## src/rtl/ft245_arb_pkg.sv

```systemverilog
// Shared constants for the FT245 host-bound arbiter and its round-robin picker.
// Frame: SYNC_BYTE, channel id, length, payload[, XOR checksum].
package ft245_arb_pkg;
  localparam logic [7:0] SYNC_BYTE = 8'hA5;
  localparam int         MAX_CH    = 16;

  localparam logic [2:0] ST_IDLE = 3'd0;
  localparam logic [2:0] ST_SYNC = 3'd1;
  localparam logic [2:0] ST_CHID = 3'd2;
  localparam logic [2:0] ST_LEN  = 3'd3;
  localparam logic [2:0] ST_DATA = 3'd4;
  localparam logic [2:0] ST_CSUM = 3'd5;
  localparam logic [2:0] ST_DONE = 3'd6;

  typedef enum logic [2:0] {
    S_IDLE = ST_IDLE,
    S_SYNC = ST_SYNC,
    S_CHID = ST_CHID,
    S_LEN  = ST_LEN,
    S_DATA = ST_DATA,
    S_CSUM = ST_CSUM,
    S_DONE = ST_DONE
  } arb_state_t;
endpackage

```

## src/rtl/ft245_tx_arbiter_rr.sv

```systemverilog
// Combinational round-robin picker: first requester after i_rr_ptr, wrapping
// modulo NUM_CH. Shared with the host-to-device command dispatcher.
module rr_arbiter
  import ft245_arb_pkg::*;
#(
  parameter int NUM_CH = 4,
  parameter int CH_W   = 2
) (
  input  logic [NUM_CH-1:0] i_req,
  input  logic [CH_W-1:0]   i_rr_ptr,
  output logic [NUM_CH-1:0] o_grant,
  output logic [CH_W-1:0]   o_idx,
  output logic              o_any
);
  logic            w_found;
  logic [CH_W:0]   w_sum;
  logic [CH_W-1:0] w_i;

  // One spare bit so rr_ptr+k never overflows before the modulo fold.
  always_comb begin
    o_grant = '0;
    o_idx   = '0;
    w_found = 1'b0;
    w_sum   = '0;
    w_i     = '0;
    for (int k = 1; k <= NUM_CH; k++) begin
      w_sum = {1'b0, i_rr_ptr} + (CH_W+1)'(k);
      if (w_sum >= (CH_W+1)'(NUM_CH)) w_sum = w_sum - (CH_W+1)'(NUM_CH);
      w_i = w_sum[CH_W-1:0];
      if (!w_found && i_req[w_i]) begin
        w_found    = 1'b1;
        o_grant[w_i] = 1'b1;
        o_idx      = w_i;
      end
    end
  end

  assign o_any = |i_req;
endmodule

```

## src/rtl/ft245_tx_arbiter.sv

```systemverilog
// Round-robin packet framer sharing the FT245 write port among NUM_CH requesters.
// Define FT245_ARB_CHECKSUM_EN to append an XOR checksum byte to each frame.
module ft245_tx_arbiter
  import ft245_arb_pkg::*;
#(
  parameter int NUM_CH = 4,
  parameter int CH_W   = 2
) (
  input  logic                clk_50mhz,
  input  logic                reset,
  input  logic [NUM_CH-1:0]   ch_req,
  input  logic [8*NUM_CH-1:0] ch_len,
  input  logic [8*NUM_CH-1:0] ch_data,
  output logic [NUM_CH-1:0]   ch_pop,
  output logic [NUM_CH-1:0]   ch_grant,
  output logic                wr_en,
  output logic [7:0]          wr_data,
  input  logic                wr_full,
  output logic                busy
);
  arb_state_t        r_state;
  logic [CH_W-1:0]   r_g;
  logic [CH_W-1:0]   r_rr_ptr;
  logic [NUM_CH-1:0] r_grant;
  logic [7:0]        r_len;
  logic [7:0]        r_cnt;

  logic [NUM_CH-1:0] w_arb_gnt;
  logic [CH_W-1:0]   w_arb_idx;
  logic              w_arb_any;
  logic              w_emit;
  logic              w_xfer;
  logic [7:0]        w_head;
  logic [7:0]        w_len_sel;

`ifdef FT245_ARB_CHECKSUM_EN
  localparam arb_state_t S_TAIL = S_CSUM;
  logic [7:0] r_csum;
`else
  localparam arb_state_t S_TAIL = S_DONE;
`endif

  rr_arbiter #(.NUM_CH(NUM_CH), .CH_W(CH_W)) u_rr (
    .i_req    (ch_req),
    .i_rr_ptr (r_rr_ptr),
    .o_grant  (w_arb_gnt),
    .o_idx    (w_arb_idx),
    .o_any    (w_arb_any)
  );

  assign w_head    = ch_data[{r_g, 3'b000} +: 8];
  assign w_len_sel = ch_len[{w_arb_idx, 3'b000} +: 8];
  assign w_emit    = (r_state == S_SYNC) || (r_state == S_CHID) || (r_state == S_LEN) ||
                     (r_state == S_DATA) || (r_state == S_CSUM);
  // Reset is folded in so a byte is never strobed on the aborting edge.
  assign w_xfer    = w_emit && !wr_full && !reset;

  assign wr_en    = w_xfer;
  assign busy     = (r_state != S_IDLE);
  assign ch_grant = r_grant;
  assign ch_pop   = (r_state == S_DATA && w_xfer) ? r_grant : '0;

  always_comb begin
    wr_data = 8'h00;
    case (r_state)
      S_SYNC:  wr_data = SYNC_BYTE;
      S_CHID:  wr_data = {{(8-CH_W){1'b0}}, r_g};
      S_LEN:   wr_data = r_len;
      S_DATA:  wr_data = w_head;
`ifdef FT245_ARB_CHECKSUM_EN
      S_CSUM:  wr_data = r_csum;
`endif
      default: wr_data = 8'h00;
    endcase
  end

`ifdef FT245_ARB_CHECKSUM_EN
  always_ff @(posedge clk_50mhz) begin
    if (reset || r_state == S_IDLE)
      r_csum <= 8'h00;
    else if (w_xfer && (r_state == S_CHID || r_state == S_LEN || r_state == S_DATA))
      r_csum <= r_csum ^ wr_data;
  end
`endif

  always_ff @(posedge clk_50mhz) begin
    if (reset) begin
      r_state  <= S_IDLE;
      r_g      <= '0;
      r_rr_ptr <= CH_W'(NUM_CH-1);
      r_grant  <= '0;
      r_len    <= 8'h00;
      r_cnt    <= 8'h00;
    end else begin
      case (r_state)
        S_IDLE: if (w_arb_any) begin
          r_g     <= w_arb_idx;
          r_grant <= w_arb_gnt;
          r_len   <= w_len_sel;
          r_cnt   <= w_len_sel;
          r_state <= S_SYNC;
        end
        S_SYNC: if (w_xfer) r_state <= S_CHID;
        S_CHID: if (w_xfer) r_state <= S_LEN;
        S_LEN:  if (w_xfer) r_state <= (r_len == 8'h00) ? S_TAIL : S_DATA;
        S_DATA: if (w_xfer) begin
          r_cnt <= r_cnt - 8'd1;
          if (r_cnt == 8'd1) r_state <= S_TAIL;
        end
        S_CSUM: if (w_xfer) r_state <= S_DONE;
        S_DONE: begin
          r_grant  <= '0;
          r_rr_ptr <= r_g;
          r_state  <= S_IDLE;
        end
        default: r_state <= S_IDLE;
      endcase
    end
  end
endmodule

```

## config.mk

```make
export PLATFORM = sky130hd
export DESIGN_NAME = ft245_tx_arbiter
export DESIGN_NICKNAME = d
export VERILOG_FILES = /design/src/rtl/ft245_arb_pkg.sv /design/src/rtl/ft245_tx_arbiter_rr.sv /design/src/rtl/ft245_tx_arbiter.sv
export SDC_FILE = /design/constraint.sdc
export NUM_CORES = 1
export LEC_CHECK = 0
export ABC_AREA = 1
export CAP_MARGIN = 25
export CORE_MARGIN = 2
export CORE_UTILIZATION = 46
export DETAILED_ROUTE_END_ITERATION = 16
export PLACE_DENSITY = 0.88
export SLEW_MARGIN = 20
export SYNTH_ARGS = -nofsm -noshare
export SYNTH_HDL_FRONTEND = slang
export SYNTH_SLANG_ARGS = --single-unit
```

## constraint.sdc

```tcl
create_clock -name clk_50mhz -period 2.5 [get_ports clk_50mhz]
set_input_delay 0.5 -clock clk_50mhz [delete_from_list [all_inputs] [get_ports clk_50mhz]]
set_output_delay 0.5 -clock clk_50mhz [all_outputs]
set_load 0.02 [all_outputs]
```

==> metrics.cfg, run 1 <==
[outcome]
status=complete, no violations

[synth]
yosys-top-cells-area=dfxtp_1, nand2_1, inv_1, nand3_1, nor2_1
ys.flop_type=dfxtp_1
avgSynthCellArea_sq_um=6.159
synth-edff-count=0
synth.top_cell.area_share_pct=21.25
synth_adder_area_share_pct=4.919
yosys-mux-area-fraction_pct=0
synth_warnings=0
postSynthCellCount=413
syn_area_sq_um=2544
synth-simple-area-share_pct=40.58
ys_async_sr_fraction_pct=0
synthXorXnorAreaFrac_pct=1.033
ys_ff_latch=27
synth-seq-area-share_pct=21.25
synth_largest_area_cell=dfxtp_1
synth_cell_types=38
synth_top_family_by_area=simple AND/OR/NAND/NOR gates
synth_compound_area_share_pct=20.31
syn_nets=494

[cells_and_area]
finish.utilization_pct=66.62
nets=593
drive_above_1_share_pct=13.70
diodes=0
area_growth_syn_to_layout_pct=42.45

[floorplanning]
die_y_um=78.36
die_w_um=78.36
io_pins=89
start_util_pct=46.77
die_area_sq_um=6140
coreArea_sq_um=5439
rows=27

[clocking]
cts_hold_buf=0
worstSkewPairLatency_ns=0.28
htreeDepth=1
cts_max_path_buffers=2
cts_tree=yes
cts_made_buffers=3
cts.sinks=27
cts_root_buf=clkbuf_8
clkTransAtPathRegs_ns=0.09

[grt]
grt_pass1_vias=2990
grt.overflow.total=0
grt_max_degree=20
antenna_found_initial=0
grt_pass1_wl_um=12450
grt_use_total_pct=24.32

[route]
viasPerCell=5.206
routedWlPerCell_um=12.86
drt_pass1_iterations=4
route.detailed.drc=0
first_iter_violations=203
drtAntennaViolNets=0
vias=3035
wirelength_um=7500

[timing]
layout_min_cycle_time_ns=2.422
fmax_ghz=0.4128
slew_viol_final=0
worst_slew_pin_slew_ns=0.5644
tns_ns=0
hold_violations=0
rsz0062_at_grt=no
skew_ns=0.006600
whs_ns=0.4997
setup_viol_count_final=0
fin_crit_sh_pct=96.89
slew-limit-headroom_pct=62.09

[pwr]
p_comb_share_pct=62.4
switching_share_pct=47.91
switchingPower_mw=1.292
peakVddDrop_uv=409.3
p_clk_share_pct=9.6
leakagePower_nw=1.709
internal-power_mw=1.404
pwr-share-seq_pct=27.9
p_per_area_nw_per_um2=744.1

[critical_path]
crit_type=flip-flop to primary output
worstPathMaxFanout=5
required_ns=2.00
worstSetupStartpointType=flip-flop
end_kind=primary output
critPathArrivalTime_ns=1.92

[placement]
gp_congestion=0.9189
port-buffer-count=88
dp_hpwl_um=5963

[hold_path]
hold_path.class=flip-flop to flip-flop

[job]
cap_violations=0

what timing repair did:
action | 4_1_cts | 5_1_grt
gates cloned | 0 | 0
pin swaps | 1 | 0
buffers inserted | 1 | 0
gates resized for setup | 14 | 6
endpoints found under the setup margin | 13 | 12
power by group through the flow:
| stage | combinational, mW | clock, mW | sequential, mW |
|---|---|---|---|
| floorplan | 1.19 | 0 | 0.697 |
| global placement | 1.65 | 0 | 0.745 |
| detailed placement | 1.69 | 0 | 0.754 |
| CTS | 1.68 | 0.256 | 0.747 |
| global route | 1.88 | 0.276 | 0.770 |
| finish | 1.68 | 0.260 | 0.753 |
cell families after synthesis:
family,Yosys count
flops,27
fa+ha+maj,10
xor+xnor,3
buf+inv,71
compound gates,88
simple gates,214
final timing paths:
path	start	endpoint	slack, ns	cells past startpoint
worst min-delay path	ch_grant[1]$_SDFFE_PP0P_	ch_grant[1]$_SDFFE_PP0P_	0.50	2
worst max-delay path	r_state[1]$_SDFFE_PP0P_	ch_pop[1]	0.08	8
worst min register to register	ch_grant[1]$_SDFFE_PP0P_	ch_grant[1]$_SDFFE_PP0P_	0.50	2
worst max register to register	r_rr_ptr[0]$_SDFFE_PP1P_	r_len[6]$_SDFFE_PP0P_	0.21	17
worst max-delay path: stages (launching register included):
cell and delay [ns]:
dfxtp_1 0.44, nor2_2 0.07, nand2_1 0.12, o21ai_1 0.14
nor3_2 0.17, nand2_1 0.13, buf_4 0.17, nor2_1 0.07
dlygate4sd2_1 0.33
state kept, by name (all words and copies together) (netlist names):
signal	cells
ch_grant	4
r_cnt	8
r_g	2
r_len	8
r_rr_ptr	2
r_state	3
final cells by class:
cell class,instances,area (sq um)
Fill cell,481,1815
Multi-Input combinational cell,315,1705
Clock buffer,3,41.29
Sequential cell,27,543.0
Inverter,56,217.7
Clock inverter,1,7.507
Timing Repair Buffer,109,1018
Tap cell,72,90.09
cell usage after synthesis (6+ instances only):
library cell,count
ha_1,10
a21oi_1,32
clkbuf_1,9
o21ai_0,29
inv_1,51
dfxtp_1,27
nand3_1,33
nor2_1,43
nand3_2,10
o32ai_1,8
nand2_1,96
o211ai_1,6
nand2_2,16
per-stage QoR:
stage / instance area (sq um) / setup slack (ns) / power [mW] / std cells
global route: 3623 / 0.01111 / 2.928 / 583
finish: 3623 / 0.07776 / 2.696 / 583
detailed placement: 3580 / -0.1746 / 2.448 / 578
global placement: 3580 / -0.08373 / 2.394 / 578
floorplan: 2544 / 0.04963 / 1.886 / 413
CTS: 3627 / 0.05441 / 2.679 / 583
layout by cell type (no fill, tap or decap), drive strengths merged:
cell type,netlist,final
dlymetal6s2s,0,1
dlygate4sd2,0,10
dfxtp,27,27
a21oi,32,32
o21ai,33,33
nor4,3,3
o22ai,4,4
xnor2,2,2
clkdlybuf4s50,0,75
clkinvlp,0,1
nand3,43,43
a31o,1,1
nand2,116,116
clkinv,2,2
ha,10,10
inv,54,54
o211ai,6,6
o2111ai,1,1
clkbuf,9,5
a22oi,1,1
xor2,1,1
nor3,3,3
nand4,2,2
nor2,47,47
o21a,1,1
o31ai,1,1
o32ai,8,8
buf,6,21
routing by layer:
metal / up-vias / share of wire (%) / routed length, um / global-route usage, %
met2: 145 / 48 / 3623 / 45.43
met5: - / 0 / 0 / 0
met3: 10 / 8.4 / 628 / 4.368
li1: 1548 / - / - / -
met1: 1332 / 42 / 3165 / 28.11
met4: 0 / 1.1 / 83 / 7.018
No activity file was read; power rests on OpenSTA's default activity.
==> run 2, diff against run 1 <==
- CORE_UTILIZATION: 46 -> 47
- CTS_BUF_LIST: not set -> sky130_fd_sc_hd__clkbuf_8
- PLACE_DENSITY: 0.88 -> 0.9
==> metrics.cfg, run 2 (synthesized netlist as in run 1, its figures left out) <==
[clocking]
cts_hold_buf=0  ; unchanged
cts_made_buffers=3  ; unchanged
cts_resized=14  ; unchanged
cts_setup_buffers=0  ; -1
cts_max_path_buffers=2  ; unchanged
clkTransAtPathRegs_ns=0.09  ; about the same
cts_root_buf=clkbuf_8
htreeDepth=1  ; unchanged
cts.sinks=27  ; unchanged
worstSkewPairLatency_ns=0.27  ; about the same
cts_tree=yes

[cells_and_area]
fillers=425  ; -12%
stdcell_count=580  ; -0.51%
finish.utilization_pct=69.98  ; +3.4 points
diodes=0  ; unchanged
layout_commonest_cell=nand2_1
area.sequential_sq_um=543.0  ; unchanged
final_area_sq_um=3620  ; -0.10%
layout_common_cells=nand2_1, clkdlybuf4s50_1, inv_1, nor2_1, nand3_1
drive_above_1_share_pct=13.14  ; -0.56 points
multi_input_area_sq_um=1705  ; unchanged
area_growth_syn_to_layout_pct=42.30
nets=592  ; -0.17%

[timing]
hold_violations=0  ; unchanged
fin_crit_sh_pct=96.13  ; -0.76 points
rsz0062_at_grt=no
setup_viol_count_final=0  ; unchanged
skew_ns=0.004463  ; -0.002137 ns
slew-limit-headroom_pct=65.09  ; +3.0 points
worst_slew_pin_slew_ns=0.5196  ; -0.04478 ns
fin_ws_ns=0.09669  ; +0.01894 ns
slew_viol_final=0  ; unchanged
layout_min_cycle_time_ns=2.403  ; -0.01894 ns
fmax_ghz=0.4161  ; +0.79%

[route]
wirelength_um=7595  ; +1.3%
drt_pass1_iterations=5  ; +1
vias=3041  ; +0.20%
routedWlPerCell_um=13.09  ; +1.8%
first_iter_violations=186  ; -8.4%
drtAntennaViolNets=0  ; unchanged
viasPerCell=5.243  ; +0.72%
route.detailed.drc=0  ; unchanged

[grt]
use_met1_pct=30.16  ; +2.1 points
use_met3_pct=3.837  ; -0.53 points
grt_pass1_wl_um=12560  ; +0.94%
grt_busiest_layer=met2
grt.overflow.total=0  ; unchanged
grt_max_degree=20  ; unchanged
antenna_found_initial=0  ; unchanged
grt_use_total_pct=24.91  ; +0.59 points
gr-usage-met2_pct=45.65  ; +0.22 points
grt_pass1_vias=2882  ; -3.6%

[placement]
dp_hpwl_um=6095  ; +2.2%
placedCellCount=576  ; -0.35%
gp_congestion=0.8977  ; -2.3%
dp_slack_ns=-0.1797  ; -0.005111 ns
port-buffer-count=88  ; unchanged
placed_area_sq_um=3577  ; about the same

[floorplanning]
die_area_sq_um=6016  ; -2.0%
coreArea_sq_um=5172  ; -4.9%
io_pins=89  ; unchanged
die_y_um=77.57  ; -1.0%
rows=26  ; -3.7%
die_w_um=77.57  ; -1.0%
start_util_pct=49.18  ; +2.4 points

[critical_path]
worstPathCellList=inv_1, nand2_1, o21ai_1, nor3_2, nand2_1, nor2_1, clkdlybuf4s15_1
cp_slowest_cell=dfxtp_1
end_kind=primary output
crit_path_max_incr_delay_ns=0.36  ; -0.08 ns
required_ns=2.00  ; about the same
critPathArrivalTime_ns=1.90  ; -0.02 ns
crit_type=flip-flop to primary output
worstPathMaxFanout=6  ; +1
cp_top_family=simple AND/OR/NAND/NOR gates
worstSetupStartpointType=flip-flop
crit_top_cell=nand2_1
worst-path-buf-inv=2  ; unchanged

[pwr]
leakagePower_nw=1.713  ; +0.20%
peakVddDrop_uv=419.4  ; +2.5%
p_per_area_nw_per_um2=746.0  ; +0.26%

[job]
cap_violations=0  ; unchanged

[hold_path]
hold_path.class=flip-flop to flip-flop

[outcome]
status=complete, no violations

## run 2: worst register-to-register path, delay by kind of cell, from the launching register on
| family | cells | cell delay [ns] |
|---|---|---|
| AND/OR/NAND/NOR | 11 | 1.00 |
| flip-flops | 1 | 0.38 |
| adder cells (fa/ha/maj) | 1 | 0.36 |
| buffers and inverters | 4 | 0.42 |
## run 2: where the power goes
part | internal, mW | leakage [nW] | switching, mW
Clock | 0.112 | 0.0255 | 0.137
Combinational | 0.698 | 1.46 | 1.00
Sequential | 0.593 | 0.223 | 0.157
## run 2: layout make-up
class / count / share of cell area, %
sequential: 27 / 15.00
clock buffer: 3 / 1.141
clock inverter: 1 / 0.1383
timing repair buffer: 108 / 28.17
inverter: 56 / 6.015
multi-input combinational: 315 / 47.11
tap: 70 / 2.420
## run 2: routing by layer
| layer | vias to the layer above | part of all wire, % |
|---|---|---|
| met3 | 12 | 8.1 |
| li1 | 1545 | - |
| met2 | 140 | 49 |
| met1 | 1344 | 41 |
| met4 | 0 | 1.5 |
| met5 | - | 0 |
## run 2: final timing paths
kind                            startpoint                       end  slack, ns  cells after the start
setup / recovery   r_state[2]$_SDFFE_PP0P_                 ch_pop[3]        0.1                      7
hold / removal    ch_grant[3]$_SDFFE_PP0P_  ch_grant[3]$_SDFFE_PP0P_       0.49                      2
setup reg to reg  r_rr_ptr[0]$_SDFFE_PP1P_     r_cnt[3]$_SDFFE_PP0P_       0.24                     16
hold reg to reg   ch_grant[3]$_SDFFE_PP0P_  ch_grant[3]$_SDFFE_PP0P_       0.49                      2
## run 2: metrics by stage
step | TNS, ns | power, mW | hold WS, ns
2_1_floorplan | 0 | 1.886 | 0.5073
3_3_place_gp | -0.7784 | 2.391 | 0.4730
3_5_place_dp | -1.196 | 2.458 | 0.4776
4_1_cts | 0 | 2.682 | 0.4908
5_1_grt | 0 | 2.934 | 0.5219
6_report | 0 | 2.700 | 0.4930
